===== src/rtl/edge_bit_packer_pkg.sv =====
// Shared types and sizing helpers for the edge bit packer.
// Entry layout is {byte, eol, eof}; geometry follows the Sobel core's valid window.
// Helpers are constant functions so module parameters can drive them.
package edge_bit_packer_pkg;

  localparam int DEF_WIDTH  = 512;
  localparam int DEF_HEIGHT = 512;
  localparam int ENTRY_W    = 10;

  typedef struct packed {
    logic [7:0] dat;
    logic       eol;
    logic       eof;
  } entry_t;

  // Edge output dimension: the 3x3 core loses one pixel on each border.
  function automatic int out_dim(input int n);
    return n - 2;
  endfunction

  function automatic int bytes_per_row(input int ow);
    return (ow + 7) / 8;
  endfunction

  // Counter width able to hold 0..n-1, never narrower than one bit.
  function automatic int cnt_w(input int n);
    return (n > 1) ? $clog2(n) : 1;
  endfunction

endpackage


===== src/rtl/edge_byte_fifo.sv =====
// Synchronous show-ahead FIFO; head entry visible combinationally, zero when empty.
// Latency: a push is visible at the head the cycle after the write edge.
// Push while full is only accepted together with a pop; pop while empty is ignored.
module edge_byte_fifo #(
  parameter int DEPTH = 16,
  parameter int W     = 10
) (
  input  logic         clk,
  input  logic         rst,
  input  logic         push_i,
  input  logic [W-1:0] push_dat_i,
  input  logic         pop_i,
  output logic [W-1:0] head_dat_o,
  output logic         full_o,
  output logic         empty_o
);

  localparam int AW = $clog2(DEPTH);

  logic [W-1:0] mem_q [DEPTH];
  logic [AW:0]  wr_q, wr_d;
  logic [AW:0]  rd_q, rd_d;
  logic         do_push, do_pop;

  assign empty_o    = (wr_q == rd_q);
  assign full_o     = (wr_q[AW] != rd_q[AW]) && (wr_q[AW-1:0] == rd_q[AW-1:0]);
  assign do_pop     = pop_i && !empty_o;
  assign do_push    = push_i && (!full_o || do_pop);
  assign head_dat_o = empty_o ? '0 : mem_q[rd_q[AW-1:0]];

  // Pointer advance for accepted pushes and pops.
  always_comb begin
    wr_d = wr_q + {{AW{1'b0}}, do_push};
    rd_d = rd_q + {{AW{1'b0}}, do_pop};
  end

  // Pointer registers; reset empties the FIFO.
  always_ff @(posedge clk or posedge rst) begin
    if (rst) begin
      wr_q <= '0;
      rd_q <= '0;
    end else begin
      wr_q <= wr_d;
      rd_q <= rd_d;
    end
  end

  // Storage write; contents need no reset since empty masks the head.
  always_ff @(posedge clk) begin
    if (do_push) mem_q[wr_q[AW-1:0]] <= push_dat_i;
  end

endmodule


===== src/rtl/edge_bit_packer.sv =====
// Thresholds Sobel edge magnitudes to bits and packs them MSB-first into tagged bytes.
// Latency: byte written to FIFO on the edge of its last pixel; byte_valid one cycle later.
// Input cannot stall; when the FIFO is full without a pop the byte is dropped and overflow sticks.
module edge_bit_packer
  import edge_bit_packer_pkg::*;
#(
  parameter int WIDTH      = DEF_WIDTH,
  parameter int HEIGHT     = DEF_HEIGHT,
  parameter int FIFO_DEPTH = 16
) (
  input  logic       clk,
  input  logic       rst,
  input  logic [7:0] edge_in,
  input  logic       edge_valid,
  input  logic [7:0] thresh,
  output logic [7:0] byte_out,
  output logic       byte_eol,
  output logic       byte_eof,
  output logic       byte_valid,
  input  logic       byte_ready,
  output logic       overflow,
  output logic       frame_done
);

  localparam int OW = out_dim(WIDTH);
  localparam int OH = out_dim(HEIGHT);
  localparam int CW = cnt_w(OW);
  localparam int RW = cnt_w(OH);
  localparam logic [CW-1:0] COL_LAST = CW'(OW - 1);
  localparam logic [RW-1:0] ROW_LAST = RW'(OH - 1);

  logic [CW-1:0] ocol_q, ocol_d;
  logic [RW-1:0] orow_q, orow_d;
  logic [7:0]    thr_q, thr_d;
  logic [7:0]    acc_q, acc_d;
  logic [2:0]    nbit_q, nbit_d;
  logic          ovf_q, fd_q;

  logic          pix_bit, row_end, push;
  entry_t        push_ent, head;
  logic          fifo_full, fifo_empty, pop, drop;

  // Threshold, accumulate and decide when a byte (full or row-final partial) is pushed.
  always_comb begin
    ocol_d   = ocol_q;
    orow_d   = orow_q;
    thr_d    = thr_q;
    acc_d    = acc_q;
    nbit_d   = nbit_q;
    pix_bit  = 1'b0;
    row_end  = 1'b0;
    push     = 1'b0;
    push_ent = '0;
    if (edge_valid) begin
      // The first pixel of a frame latches the threshold and uses it immediately.
      if (ocol_q == '0 && orow_q == '0) thr_d = thresh;
      pix_bit = (edge_in >= thr_d);
      acc_d   = {acc_q[6:0], pix_bit};
      row_end = (ocol_q == COL_LAST);
      if (nbit_q == 3'd7 || row_end) begin
        push         = 1'b1;
        // Left-align a partial byte; stale upper bits shift out the top.
        push_ent.dat = acc_d << (3'd7 - nbit_q);
        push_ent.eol = row_end;
        push_ent.eof = row_end && (orow_q == ROW_LAST);
        nbit_d       = '0;
      end else begin
        nbit_d = nbit_q + 3'd1;
      end
      if (row_end) begin
        ocol_d = '0;
        orow_d = (orow_q == ROW_LAST) ? '0 : orow_q + 1'b1;
      end else begin
        ocol_d = ocol_q + 1'b1;
      end
    end
  end

  assign pop  = byte_ready && !fifo_empty;
  assign drop = push && fifo_full && !pop;

  // Packing state, sticky overflow and the one-cycle frame_done pulse.
  always_ff @(posedge clk or posedge rst) begin
    if (rst) begin
      ocol_q <= '0;
      orow_q <= '0;
      thr_q  <= '0;
      acc_q  <= '0;
      nbit_q <= '0;
      ovf_q  <= 1'b0;
      fd_q   <= 1'b0;
    end else begin
      ocol_q <= ocol_d;
      orow_q <= orow_d;
      thr_q  <= thr_d;
      acc_q  <= acc_d;
      nbit_q <= nbit_d;
      ovf_q  <= ovf_q | drop;
      fd_q   <= pop && head.eof;
    end
  end

  edge_byte_fifo #(
    .DEPTH (FIFO_DEPTH),
    .W     (ENTRY_W)
  ) u_fifo (
    .clk        (clk),
    .rst        (rst),
    .push_i     (push),
    .push_dat_i (push_ent),
    .pop_i      (byte_ready),
    .head_dat_o (head),
    .full_o     (fifo_full),
    .empty_o    (fifo_empty)
  );

  assign byte_out   = head.dat;
  assign byte_eol   = head.eol;
  assign byte_eof   = head.eof;
  assign byte_valid = !fifo_empty;
  assign overflow   = ovf_q;
  assign frame_done = fd_q;

endmodule


===== config.mk =====
export PLATFORM = sky130hd
export DESIGN_NAME = edge_bit_packer
export DESIGN_NICKNAME = d
export VERILOG_FILES = /design/src/rtl/edge_bit_packer_pkg.sv /design/src/rtl/edge_byte_fifo.sv /design/src/rtl/edge_bit_packer.sv
export SDC_FILE = /design/constraint.sdc
export NUM_CORES = 1
export LEC_CHECK = 0
export BUFFER_PORTS_ARGS = -buffer_cell sky130_fd_sc_hd__buf_4
export CAP_MARGIN = 15
export CORE_MARGIN = 4
export CORE_UTILIZATION = 55
export DETAILED_ROUTE_END_ITERATION = 16
export PLACE_DENSITY = 0.73
export SYNTH_ARGS = -nofsm -noshare
export SYNTH_HDL_FRONTEND = slang
export SYNTH_HIERARCHICAL = 1
export SYNTH_SLANG_ARGS = --single-unit

===== constraint.sdc =====
create_clock -name clk -period 5.2 [get_ports clk]
set_clock_uncertainty 0.2 [all_clocks]
set_input_delay 1.04 -clock clk [delete_from_list [all_inputs] [get_ports clk]]
set_output_delay 1.04 -clock clk [all_outputs]
set_load 0.01 [all_outputs]

### Word-level counts from Yosys, hierarchy flattened

Memories as Yosys holds them, arrays and structs flattened.
Index checks and enable logic that the tools add are counted.
Widths: inputs -> output; s select.

* shift operators: 1
* mux-type cells: 12
* $add $sub $neg: 6
* reductions and logical operators: 16
* equal/unequal tests: 6
* $lt $le $gt $ge: 1
* bitwise logic cells: 1

Operators by type and width (number)
* $mux 10: 3
* $add 9x1->9 const B: 2
* $eq 9x9->1 const B: 2
* $logic_not 9->1: 2
* $mux 9: 2
* $mux 8: 2
* $add 5x1->5: 2
* $ge 8x8->1: 1
* $logic_and 1x1->1: 8
* $shl 8x3->8: 1
* $eq 5x5->1: 1
* $eq 4x4->1: 1
* $mux 1: 4
* $add 3x1->3 const B: 1
* $eq 3x3->1 const B: 1
* $logic_not 1->1: 3
* $mux 3: 1
* $sub 3x3->3 const A: 1
* $logic_or 1x1->1: 2
* $reduce_and 2->1: 1
* $ne 1x1->1: 1
* $or 1x1->1: 1

* memories kept: 1
* input port bits: 20
* output and inout port bits: 13
* bits in writable memories: 160
* register bits after elaboration: 48
* word-level logic and storage cells: 53

Memory list
* u_fifo.mem_q: depth 16, bits a word 10, read ports 1, clocked after Yosys merged registers in 0, wr ports 1, RTL line edge_byte_fifo.sv:20 `logic [W-1:0] mem_q [DEPTH];`

### Longest topological paths before layout

Gate-level depths: netlist of the first run.

* word-level depth: 8
* depth in mapped cells: 13
* mapped depth without buffers: 12

### By module

Netlist of the first run, hierarchy kept.

By module, submodules not included
* edge_byte_fifo: sequential area each 5054.8 sq um, instances 1, cells each 336, area an instance 6859.1 sq um
* edge_bit_packer: sequential area each 950.9 sq um, instances 1, cells each 249, area an instance 2441.1 sq um

### Least setup slack after synthesis of the first run

No wires, ideal clock.

* path kind: register to register
* start point: register ocol_q[0]
* end point: memory u_fifo.mem_q[0][7] (data pin)
* cell stages (with the launch flop): 13
* setup time: 0.392 ns
* period minus slack after synthesis: 3.730 ns
* arrival time: 3.138 ns
* path buffers: 1
* data required time: 4.608 ns
* setup slack: 1.470 ns
* cell sequence: dfrtp_1 inv_1 ha_1 nor4b_1 nand4_1 buf_6 mux2_2 ha_1 and3_1 o21ai_0 nand4_1 nand2_1 o41ai_1

RTL lines
* start, declared: RTL line edge_bit_packer.sv:32 `logic [CW-1:0] ocol_q, ocol_d;`
* start signal, assigned: RTL line edge_bit_packer.sv:93 `ocol_q <= ocol_d;`
* end, declared: RTL line edge_byte_fifo.sv:20

==> results of run 1 <==
==> cells by family after synthesis <==
kind of cell | Yosys count | share of synthesized area
compound gates | 106 | 0.0799
xor+xnor | 14 | 0.0132
fa+ha+maj | 20 | 0.0269
buf+inv | 52 | 0.0293
flops | 208 | 0.646
mux | 69 | 0.140
simple gates | 116 | 0.0651
==> state kept, by name, summed over array words and instances, names as in the netlist <==
register,flops
nbit_q,3
u_fifo/wr_q,5
u_fifo/mem_q,160
overflow,1
acc_q,7
ocol_q,9
thr_q,8
frame_done,1
u_fifo/rd_q,5
orow_q,9
==> stage by stage <==
stage / setup WS (ps) / utilization
floorplan: 1470 / -
global placement: 1160 / 0.599
detailed placement: 956 / 0.599
CTS: 925 / 0.643
global route: 612 / 0.644
finish: 959 / 0.644
==> how the worst max path moves through the flow <==
stage | from | to | slack, ps | cells after the start
finish | ocol_q[0]$_DFFE_PP0P_ | u_fifo/mem_q[15][6]$_DFFE_PP_ | 960 | 12
global route | ocol_q[0]$_DFFE_PP0P_ | u_fifo/mem_q[15][6]$_DFFE_PP_ | 610 | 12
CTS | ocol_q[0]$_DFFE_PP0P_ | u_fifo/mem_q[15][7]$_DFFE_PP_ | 920 | 12
detailed placement | ocol_q[0]$_DFFE_PP0P_ | u_fifo/mem_q[0][9]$_DFFE_PP_ | 960 | 12
global placement | ocol_q[0]$_DFFE_PP0P_ | u_fifo/mem_q[0][7]$_DFFE_PP_ | 1160 | 12
floorplan | ocol_q[0]$_DFFE_PP0P_ | u_fifo/mem_q[0][7]$_DFFE_PP_ | 1470 | 12
==> power by group through the flow <==
stage / sequential (W) / combinational, W / clock (W)
finish: 0.00205 / 0.00138 / 0.00152
global route: 0.00207 / 0.00149 / 0.00163
CTS: 0.00205 / 0.00139 / 0.00155
detailed placement: 0.00208 / 0.00138 / 0
global placement: 0.00207 / 0.00135 / 0
floorplan: 0.00197 / 0.00101 / 0
==> cell usage in the layout, fill, tap and decap left out, drive strengths merged, types with 12 or more instances in the layout <==
cell and count:
clkbuf 30, dfrtp 48, mux4 40, o21ai 23, nand2 42, mux2 18
ha 20, buf 66, a311oi 16, nand3 13, a22oi 30, clkinv 13
edfxtp 160, inv 12, nor2 15
==> final cells by class <==
| cell class | count | area (um2) |
|---|---|---|
| clock buffers | 29 | 627 |
| clock inverters | 11 | 100 |
| fillers | 1158 | 5910 |
| inverters | 16 | 66.3 |
| multi-input cells | 325 | 3100 |
| flip-flops and latches | 208 | 6010 |
| well taps | 220 | 275 |
| repair buffers | 67 | 500 |
==> metal layers <==
layer | wire (um) | vias up | track usage
met1 | 7880 | 2777 | 0.284
met4 | 596 | 0 | 0.0608
met5 | 0 | - | 0
met2 | 10200 | 258 | 0.355
li1 | - | 2451 | -
met3 | 1580 | 40 | 0.0407
==> critical path: cells and delay by family (launching register included) <==
kind / cells / cell delay, ps
adders and majority gates: 2 / 420
and+or+nand+nor: 3 / 820
buffers and inverters: 2 / 440
DFF: 1 / 420
muxes: 1 / 120
AOI/OAI and AO/OA: 4 / 1450
==> qor.txt, run 1 <==
RSZ-0062 raised after global routing: false
First-pass GRT wire length: 31,500 um
Delay contributed by the slowest stage of the critical path: 930 ps
Violation count after the first detailed-routing iteration: 583
Data arrival, critical path: 4180 ps
Total of endpoints with negative setup slack in the final report: 0
Master cell of the clock root buffer: sky130_fd_sc_hd__clkbuf_16
Status: complete, no violations
HP Class: reg2reg
Fin Hold WS: 313 ps
Number of cell rows: 47
Achievable Freq: 236 MHz
Area growth, synth to finish: 14.8%
Hold path cells: 1
Most numerous cell in the Yosys netlist: sky130_fd_sc_hd__edfxtp_1
Data required time of the worst path: 5140 ps
Synthesized net count: 625
Power density of the placed cells: 464 nW/um2
H-tree lvl count: 1
DP Cell Count: 834
Gate count after technology mapping: 585
Cell at the slowest stage of the critical path: sky130_fd_sc_hd__o22ai_1
Reported net switching power: 0.00155 W
Post-route minimum period: 4240 ps
Height of the chip: 138 um
Count of input and output buffers: 32
Area of the core: 16,600 um2
Synthesized area per cell: 15.9 um2
Total negative slack: 0 ps
Max rail drop VDD: 0.311 mV
Horizontal extent of the die: 138 um
Slew Limit Headroom: 0.244
Final hold violation count: 0
Ratio of cells with drive above 1 in the final layout: 0.258
Cell area after placement: 9940 um2
Sequential cell fraction of total power: 0.414
Post-route ant nets: 0
Number of max-slew violations in the final report: 0
Actual transition at the worst max-transition pin: 1130 ps
Number of different library cells in the post-synthesis netlist: 56
Routed wire per std cell: 23.2 um
DRC violations left: 0
Ratio of final minimum period to clock period: 0.816
EDFF count, synth: 160
Starting density of the core: 0.561
Number of hold buffers added after CTS: 0
Total I/O pin count: 33
Min-Delay Startpoint: overflow$_DFF_PP0_
Clock transition at the register clock pins on the worst setup and hold paths after CTS: 60 ps
Flop-to-flop setup slack: 960 ps
Reg-to-Reg End: u_fifo/mem_q[15][6]$_DFFE_PP_
Register area share after synthesis: 0.646
Worst hold endpoint: overflow$_DFF_PP0_
Total detailed-routing wirelength: 20,300 um
Maximum Capacitance Violations: 0
Maximum fanout along the worst path: 16
Pin count of the biggest net entering global routing: 43
Largest area contributor in the netlist: sky130_fd_sc_hd__edfxtp_1
Kind of end point of the critical path: register
Layout Cell Area excl Fill: 10,700 um2
CTS Buf Count: 22
Power after layout: 0.00496 W
Crit start category: register
Via density per instance: 6.31
WS Path Type: reg2reg
Cell types occupying the most area after synthesis: sky130_fd_sc_hd__edfxtp_1, sky130_fd_sc_hd__dfrtp_1, sky130_fd_sc_hd__mux4_2
Total number of nets in the final design: 680
Grt total ovfl: 0
List of cells traversed by the critical path: inv_1 > ha_1 > nor4b_1 > nand4_1 > buf_4 > mux2i_1 > ha_1 > and3_1 > o21ai_0 > a21oi_1 > o21ai_0 > o22ai_1
Antenna cell count: 0
Switching part of the total: 0.313
Via count of the first global-routing pass: 5,513
Number of warnings issued by yosys: 6
Gr usage total: 0.211
Leakage power figure: 3.73 nW
GPL Wtd Cong: 0.831
Comb power frac: 0.279
First-pass DRT Iterations: 5
Number of clock sinks: 208
Die Outline Area: 19,100 um2
Most frequent cells after synthesis: sky130_fd_sc_hd__edfxtp_1, sky130_fd_sc_hd__dfrtp_1, sky130_fd_sc_hd__nand2_1
Initial antenna violation count: 0
Leading register cell type out of synthesis: sky130_fd_sc_hd__edfxtp_1
Share of power burned in the clock network: 0.307
Clock tree buffer depth: 3
R2R Path Start: ocol_q[0]$_DFFE_PP0P_
Via total after detailed routing: 5,526
Depth of the worst register-to-register path: 12
Number of gates resized after cts: 0
Clock tree from TritonCTS: yes
Pint: 0.00340 W
Share of Yosys cell area claimed by the top area cell type: 0.517
Seq cells post-synth: 208
Dpl hpwl: 12,500 um
Clock Latency Late Sink: 500 ps
Combined area of all synthesized cells: 9300 um2
Final std cells w/o fill: 876
# Post-CTS Setup Buffers: 0
Share of flip-flops with an asynchronous set or reset after synthesis: 0.231
Note: power is estimated with default switching activity, not from simulation.
==> run 2, diff against run 1 <==
--- a/config.mk
+++ b/config.mk
@@ -5,12 +5,13 @@
 export SDC_FILE = /design/constraint.sdc
 export NUM_CORES = 1
 export LEC_CHECK = 0
+export ABC_AREA = 1
 export BUFFER_PORTS_ARGS = -buffer_cell sky130_fd_sc_hd__buf_4
 export CAP_MARGIN = 15
 export CORE_MARGIN = 4
 export CORE_UTILIZATION = 55
 export DETAILED_ROUTE_END_ITERATION = 16
-export PLACE_DENSITY = 0.73
+export PLACE_DENSITY = 0.76
 export SYNTH_ARGS = -nofsm -noshare
 export SYNTH_HDL_FRONTEND = slang
 export SYNTH_HIERARCHICAL = 1
==> constraint.sdc (replaced) <==
create_clock -name clk -period 3.5 [get_ports clk]
set_clock_uncertainty 0.2 [all_clocks]
set_input_delay 0.7 -clock clk [delete_from_list [all_inputs] [get_ports clk]]
set_output_delay 0.7 -clock clk [all_outputs]
set_load 0.01 [all_outputs]
==> run 2 against run 1 <==
Hold slack got worse by 30 ps. Routed wire length up 9.2%. Non-clock buffer count increased by 15. Synthesized cell count is 86% higher. Area after synthesis increased by 7.9%. First-iteration DRC count shrank 6.7%. Highest routed layer unchanged. Sequential cell count unchanged. Total power is 63% higher. Largest power group unchanged. Global-route usage up 0.84 points. Final area increased by 7.7%.
==> qor.txt, run 2 <==
Final std cells w/o fill: 1,399 (+60%)
Leakage power figure: 5.33 nW (+43%)
Startpoint of the worst setup timing path: u_fifo/rd_q[0]$_DFF_PP0_
Gr usage total: 0.219 (+0.00840)
Height of the chip: 143 um (+3.6%)
Post-synthesis mux area share: 0 (-0.140)
Clock transition at the register clock pins on the worst setup and hold paths after CTS: 60 ps (about the same)
Post-route ant nets: 0 (unchanged)
Data required time of the worst path: 2600 ps (-2540 ps)
Synth Area in Adders: 0.0249 (-0.00196)
Slew Limit Headroom: 0.514 (+0.270)
Clock Latency Late Sink: 500 ps (about the same)
Horizontal extent of the die: 143 um (+3.6%)
Ratio of final minimum period to clock period: 0.940
Data arrival, critical path: 2390 ps (-1790 ps)
Most numerous cell in the Yosys netlist: sky130_fd_sc_hd__nand2_1
Xor and xnor fraction of the mapped netlist area: 0.0121 (-0.00109)
Total I/O pin count: 33 (unchanged)
Layout filler cell count: 1,430 (+23%)
R2R Path Start: ocol_q[0]$_DFFE_PP0P_
Commonest non-fill, non-tap cells in the layout: sky130_fd_sc_hd__nand2_1, sky130_fd_sc_hd__inv_1, sky130_fd_sc_hd__edfxtp_1
Crit start category: register
Area growth, synth to finish: 14.7%
Actual transition at the worst max-transition pin: 728 ps (-406 ps)
Seq cells post-synth: 208 (unchanged)
Depth of the worst register-to-register path: 20 (+8)
First-pass DRT Iterations: 5 (unchanged)
Area of the core: 18,000 um2 (+8.3%)
CP endpoint: byte_out[0]
Total detailed-routing wirelength: 22,100 um (+9.2%)
Number of cell rows: 49 (+4.3%)
EDFF count, synth: 160 (unchanged)
Antenna cell count: 0 (unchanged)
HP Class: in2reg
Synthesized net count: 1,128 (+80%)
Most common cell after layout, fill and taps aside: sky130_fd_sc_hd__nand2_1
Achievable Freq: 304 MHz
Grt total ovfl: 0 (unchanged)
Comb power frac: 0.347 (+0.068)
Flop-to-flop setup slack: 270 ps (-690 ps)
Number of max-slew violations in the final report: 0 (unchanged)
Reg-to-Reg End: u_fifo/mem_q[9][6]$_DFFE_PP_
Number of clock sinks: 208 (unchanged)
Utilization after layout: 0.640 (-0.00357)
Switching part of the total: 0.355 (+0.0420)
Starting density of the core: 0.558 (-0.00241)
Cell types occupying the most area after synthesis: sky130_fd_sc_hd__edfxtp_1, sky130_fd_sc_hd__nand2_1, sky130_fd_sc_hd__dfrtp_1
CTS Buf Count: 22 (unchanged)
Via count of the first global-routing pass: 6,774 (+23%)
Fin Hold WS: 283 ps (-29.7 ps)
First-pass GRT wire length: 35,500 um (+13%)
Master cell of the clock root buffer: sky130_fd_sc_hd__clkbuf_16
Power density of the placed cells: 702 nW/um2 (+51%)
Power after layout: 0.00808 W (+63%)
Maximum Capacitance Violations: 0 (unchanged)
Violation count after the first detailed-routing iteration: 544 (-6.7%)
Reported net switching power: 0.00287 W (+85%)
Largest register FFs: 160 (unchanged)
Post-route minimum period: 3290 ps
Die Outline Area: 20,500 um2 (+7.4%)
Synthesized area per cell: 9.22 um2 (-42%)
Share of Yosys cell area claimed by the top area cell type: 0.479 (-0.0376)
Most frequent cells after synthesis: sky130_fd_sc_hd__nand2_1, sky130_fd_sc_hd__inv_1, sky130_fd_sc_hd__edfxtp_1
Routed wire per std cell: 15.8 um (-32%)
Total of endpoints with negative setup slack in the final report: 0 (unchanged)
RSZ-0062 raised after global routing: false
GPL Wtd Cong: 0.838 (+0.94%)
Number of warnings issued by yosys: 6 (unchanged)
Sequential cell fraction of total power: 0.364 (-0.050)
Maximum fanout along the worst path: 23 (+7)
WS Path Type: reg2out
Clock tree from TritonCTS: yes
Max rail drop VDD: 0.611 mV (+96%)
DP Cell Count: 1,358 (+63%)
Count of input and output buffers: 32 (unchanged)
Via density per instance: 5.17 (-18%)
Ratio of cells with drive above 1 in the final layout: 0.132 (-0.126)
Final hold violation count: 0 (unchanged)
Simple-gate share of the synthesized area: 0.238 (+0.173)
Total number of nets in the final design: 1,194 (+76%)
Combined area of all synthesized cells: 10,000 um2 (+7.9%)
Leading register cell type out of synthesis: sky130_fd_sc_hd__edfxtp_1
Dominant combinational cell family by area after synthesis: simple AND/OR/NAND/NOR gates
Pint: 0.00521 W (+53%)
Gate count after technology mapping: 1,088 (+86%)
DRC violations left: 0 (unchanged)
Pin count of the biggest net entering global routing: 81 (+88%)
Initial antenna violation count: 0 (unchanged)
Share of power burned in the clock network: 0.290 (-0.017)
Dpl hpwl: 13,700 um (+10%)
Status: complete, no violations
Register area share after synthesis: 0.599 (-0.0470)
Largest area contributor in the netlist: sky130_fd_sc_hd__edfxtp_1
Number of different library cells in the post-synthesis netlist: 39 (-30%)
Share of flip-flops with an asynchronous set or reset after synthesis: 0.231 (unchanged)
H-tree lvl count: 1 (unchanged)
Via total after detailed routing: 7,227 (+31%)
Clock tree buffer depth: 3 (unchanged)
Share of the synthesized area in compound gates (AO/OA/AOI/OAI): 0.0359 (-0.0440)
Kind of end point of the critical path: output port
run 2: cell count changes after synthesis, moves of 13 or more:
cell	change
sky130_fd_sc_hd__o21ai_0	+13
sky130_fd_sc_hd__inv_1	+163
sky130_fd_sc_hd__nand2_1	+341
sky130_fd_sc_hd__buf_2	+13
sky130_fd_sc_hd__mux4_1	-15
sky130_fd_sc_hd__nand3_1	+83
sky130_fd_sc_hd__mux4_2	-25
sky130_fd_sc_hd__a22oi_1	-30
sky130_fd_sc_hd__nor2_1	+26
sky130_fd_sc_hd__nor2_2	+13
sky130_fd_sc_hd__a311oi_1	-16
run 2: repair_timing:
item / CTS / global route
hold buffers: 1 / 0
setup endpoints to repair: 16 / 65
cloned: 0 / 0
endpoints found under the hold margin: 10 / 0
setup buffers: 0 / 0
resized for setup: 1 / 10
run 2: worst max-delay path, cell delays in order (launching register included):
cell and delay, ps:
sky130_fd_sc_hd__dfrtp_2 460, sky130_fd_sc_hd__inv_2 380, sky130_fd_sc_hd__buf_4 320, sky130_fd_sc_hd__nand2_1 70, sky130_fd_sc_hd__nand2_1 70, sky130_fd_sc_hd__nand2_1 50, sky130_fd_sc_hd__nand3_1 100, sky130_fd_sc_hd__nand3_1 120
sky130_fd_sc_hd__a21oi_2 170, sky130_fd_sc_hd__buf_4 140
run 2: worst min-delay path by stage:
stage | depth (start not counted) | startpoint | to | slack (ps)
after floorplan | 2 | thr_q[2]$_DFFE_PP0P_ | thr_q[2]$_DFFE_PP0P_ | 250
after global placement | 1 | overflow$_DFF_PP0_ | overflow$_DFF_PP0_ | 270
after detailed placement | 2 | thr_q[2]$_DFFE_PP0P_ | thr_q[2]$_DFFE_PP0P_ | 270
after CTS | 3 | byte_ready | frame_done$_DFF_PP0_ | 260
after global routing | 3 | byte_ready | frame_done$_DFF_PP0_ | 270
final | 3 | byte_ready | frame_done$_DFF_PP0_ | 280
run 2: routing by layer:
metal  up-vias  part of all wire  GRT usage
met1      3341              0.43      0.318
met4         0             0.018     0.0595
met5         -                 0          0
met2       264              0.47      0.346
met3        31             0.084     0.0368
li1       3591                 -          -
run 2: through the flow:
| step | setup TNS, ps | setup slack [ps] | cell area (um2) |
|---|---|---|---|
| after floorplan | 0 | 536 | 10000 |
| after global placement | -8.61 | -1.28 | 10700 |
| after detailed placement | -2880 | -182 | 10700 |
| after CTS | 0 | 49.1 | 11500 |
| after global routing | 0 | 1.27 | 11500 |
| final | 0 | 210 | 11500 |
run 2: final cells by class:
| class | instances | area, um2 | area share |
|---|---|---|---|
| flip-flops and latches | 208 | 6010 | 0.522 |
| multi-input cells | 659 | 3140 | 0.273 |
| inverters | 181 | 682 | 0.0593 |
| repair buffers | 82 | 659 | 0.0573 |
| clock buffers | 31 | 606 | 0.0526 |
| well taps | 229 | 287 | 0.0249 |
| clock inverters | 9 | 119 | 0.0103 |
run 2: power groups by stage:
stage               sequential, W  clock, W  combinational [W]
floorplan                 0.00294         0            0.00188
global placement          0.00298         0            0.00271
detailed placement        0.00299         0            0.00276
CTS                       0.00294   0.00238            0.00278
global route              0.00296   0.00250            0.00310
finish                    0.00294   0.00234            0.00280
run 2: cell families (layout without fill, tap and decap cells):
group,after synthesis,in the layout
buf+inv,221,303
fa+ha+maj,20,20
simple gates,564,564
flops,208,208
compound gates,62,62
xor+xnor,13,13
==> run 3, diff against run 2 <==
--- a/config.mk
+++ b/config.mk
@@ -11,7 +11,7 @@
 export CORE_MARGIN = 4
 export CORE_UTILIZATION = 55
 export DETAILED_ROUTE_END_ITERATION = 16
-export PLACE_DENSITY = 0.76
+export PLACE_DENSITY = 0.75
 export SYNTH_ARGS = -nofsm -noshare
 export SYNTH_HDL_FRONTEND = slang
 export SYNTH_HIERARCHICAL = 1
==> run 3 against run 2 <==
First-iteration DRC count grew 2.4%. Fmax shrank 0.21%. Count of clock-buffer cells in the layout shrank 2. Combinational power shrank 3%. Sequential cell count is the same. Sequential share of layout area grew 0.34 points. Final area shrank 0.62%. Register-to-register slack lost 50 ps. Die area is the same. Core utilization shrank 0.40 points. Critical endpoint is now byte_eof.
==> qor.txt, run 3 (synthesis results as in run 2) <==
Status: complete, no violations
H-tree lvl count: 1 (unchanged)
Fin Hold WS: 268 ps (-14.7 ps)
Clock tree from TritonCTS: yes
Slew Limit Headroom: 0.483 (-0.0313)
Clock Latency Late Sink: 500 ps (about the same)
Most common cell after layout, fill and taps aside: sky130_fd_sc_hd__nand2_1
Power after layout: 0.00797 W (-1.3%)
Total detailed-routing wirelength: 21,700 um (-2.2%)
Via density per instance: 5.17 (+0.16%)
Commonest non-fill, non-tap cells in the layout: sky130_fd_sc_hd__nand2_1, sky130_fd_sc_hd__inv_1, sky130_fd_sc_hd__edfxtp_1
Number of max-slew violations in the final report: 0 (unchanged)
Number of clock sinks: 208 (unchanged)
# Post-CTS Setup Buffers: 0 (unchanged)
Hold path cells: 3 (unchanged)
Maximum Capacitance Violations: 0 (unchanged)
Routed wire per std cell: 15.6 um (-1.7%)
Pin count of the biggest net entering global routing: 81 (unchanged)
Dpl hpwl: 13,700 um (about the same)
Initial antenna violation count: 0 (unchanged)
Master cell of the clock root buffer: sky130_fd_sc_hd__clkbuf_16
Maximum fanout along the worst path: 80 (+250%)
Ratio of cells with drive above 1 in the final layout: 0.130 (-0.00179)
Violation count after the first detailed-routing iteration: 557 (+2.4%)
Layout Cell Area excl Fill: 11,400 um2 (-0.62%)
Actual transition at the worst max-transition pin: 775 ps (+46.8 ps)
RSZ-0062 raised after global routing: false
Post-route ant nets: 0 (unchanged)
Data required time of the worst path: 2600 ps (about the same)
Cell area after placement: 10,700 um2 (-0.42%)
Horizontal extent of the die: 143 um (unchanged)
Crit start category: register
Total of endpoints with negative setup slack in the final report: 0 (unchanged)
Final std cells w/o fill: 1,392 (-0.50%)
Die Outline Area: 20,500 um2 (unchanged)
Antenna cell count: 0 (unchanged)
Total I/O pin count: 33 (unchanged)
Min-Delay Startpoint: byte_ready
Ratio of final minimum period to clock period: 0.942 (+0.00198)
GPL Wtd Cong: 0.841 (+0.33%)
Worst hold endpoint: frame_done$_DFF_PP0_
Starting density of the core: 0.558 (unchanged)
Depth of the worst register-to-register path: 16 (-20%)
CTS Buf Count: 22 (unchanged)
Flop-to-flop setup slack: 220 ps (-50 ps)
Final hold violation count: 0 (unchanged)
DRC violations left: 0 (unchanged)
Post-route minimum period: 3300 ps (+6.92 ps)
Via count of the first global-routing pass: 6,906 (+1.9%)
HP Class: in2reg
Via total after detailed routing: 7,202 (-0.35%)
WS Path Type: reg2out
Number of cell rows: 49 (unchanged)
Total number of nets in the final design: 1,188 (-0.50%)
DP Cell Count: 1,352 (-0.44%)
Largest register FFs: 160 (unchanged)
Leakage power figure: 5.30 nW (-0.63%)
Clock tree buffer depth: 3 (unchanged)
Data arrival, critical path: 2400 ps (about the same)
Achievable Freq: 303 MHz (-0.21%)
Area growth, synth to finish: 14.0%
Area of the core: 18,000 um2 (unchanged)
Clock transition at the register clock pins on the worst setup and hold paths after CTS: 60 ps (about the same)
Gr usage total: 0.216 (-0.00299)
Layout filler cell count: 1,442 (+0.84%)
First-pass GRT wire length: 35,000 um (-1.3%)
Reg-to-Reg End: u_fifo/mem_q[6][5]$_DFFE_PP_
First-pass DRT Iterations: 5 (unchanged)
R2R Path Start: ocol_q[0]$_DFFE_PP0P_
Kind of end point of the critical path: output port
Count of input and output buffers: 32 (unchanged)
Grt total ovfl: 0 (unchanged)
Power density of the placed cells: 697 nW/um2 (-0.70%)
Height of the chip: 143 um (unchanged)
Max rail drop VDD: 0.522 mV (-15%)
run 3: changes by cell type in the layout (fill, tap and decap cells not counted), sizes merged:
| cell | previous run | this run |
|---|---|---|
| bufinv | 3 | 2 |
| clkbuf | 31 | 29 |
| clkinv | 6 | 9 |
| buf | 81 | 75 |
| inv | 181 | 180 |
run 3: metal layers:
layer | GRT usage | share of wire | vias to the layer above | wire length (um)
li1 | - | - | 3580 | -
met1 | 0.297 | 0.43 | 3352 | 9210
met2 | 0.359 | 0.48 | 235 | 10300
met3 | 0.0372 | 0.078 | 35 | 1690
met4 | 0.0610 | 0.020 | 0 | 437
met5 | 0 | 0 | - | 0
run 3: worst max-delay path by stage:
stage | start | endpoint | depth (start not counted)
after floorplan | orow_q[0]$_DFFE_PP0P_ | u_fifo/mem_q[0][7]$_DFFE_PP_ | 17
after global placement | orow_q[0]$_DFFE_PP0P_ | u_fifo/mem_q[3][3]$_DFFE_PP_ | 18
after detailed placement | ocol_q[0]$_DFFE_PP0P_ | u_fifo/mem_q[3][3]$_DFFE_PP_ | 18
after CTS | ocol_q[0]$_DFFE_PP0P_ | u_fifo/mem_q[7][9]$_DFFE_PP_ | 17
after global routing | ocol_q[1]$_DFFE_PP0P_ | u_fifo/mem_q[7][9]$_DFFE_PP_ | 17
final | u_fifo/rd_q[0]$_DFF_PP0_ | byte_eof | 9
run 3: area by class of cell:
| type | instances | area (um2) | share of cell area |
|---|---|---|---|
| Clock buffer | 29 | 608 | 0.0532 |
| Tap cell | 229 | 287 | 0.0251 |
| Timing Repair Buffer | 76 | 611 | 0.0534 |
| Multi-Input combinational cell | 659 | 3140 | 0.274 |
| Sequential cell | 208 | 6010 | 0.526 |
| Clock inverter | 10 | 98.8 | 0.00865 |
| Inverter | 181 | 682 | 0.0597 |
run 3: power by group:
part / internal [W] / total (W) / leakage [nW] / switching, W
combinational: 0.000974 / 0.00272 / 2.72 / 0.00175
clock: 0.00137 / 0.00228 / 0.347 / 0.000915
sequential: 0.00279 / 0.00297 / 2.22 / 0.000180
total: 0.00513 / 0.00797 / 5.30 / 0.00284
run 3: critical path, stage by stage (launching register included):
cell                      delay (ps)
sky130_fd_sc_hd__dfrtp_2         470
sky130_fd_sc_hd__inv_2            90
sky130_fd_sc_hd__buf_12          320
sky130_fd_sc_hd__nand2_1          90
sky130_fd_sc_hd__nand2_1          70
sky130_fd_sc_hd__nand2_1          50
sky130_fd_sc_hd__nand3_1         140
sky130_fd_sc_hd__nand3_1         180
sky130_fd_sc_hd__a21oi_2         310
sky130_fd_sc_hd__buf_4           180
run 3: through the flow:
stage	TNS (ps)	setup WS (ps)	util
final	0	203	0.636
after detailed placement	-4500	-282	0.595
after floorplan	0	536	-
after global placement	-1910	-120	0.595
after global routing	0	5.27	0.636
after CTS	0	31.4	0.635
run 3: what timing repair did:
item	4_1_cts	5_1_grt
gates resized for setup	1	7
hold endpoints to repair	9	0
setup endpoints to repair	16	90
hold buffers	1	0
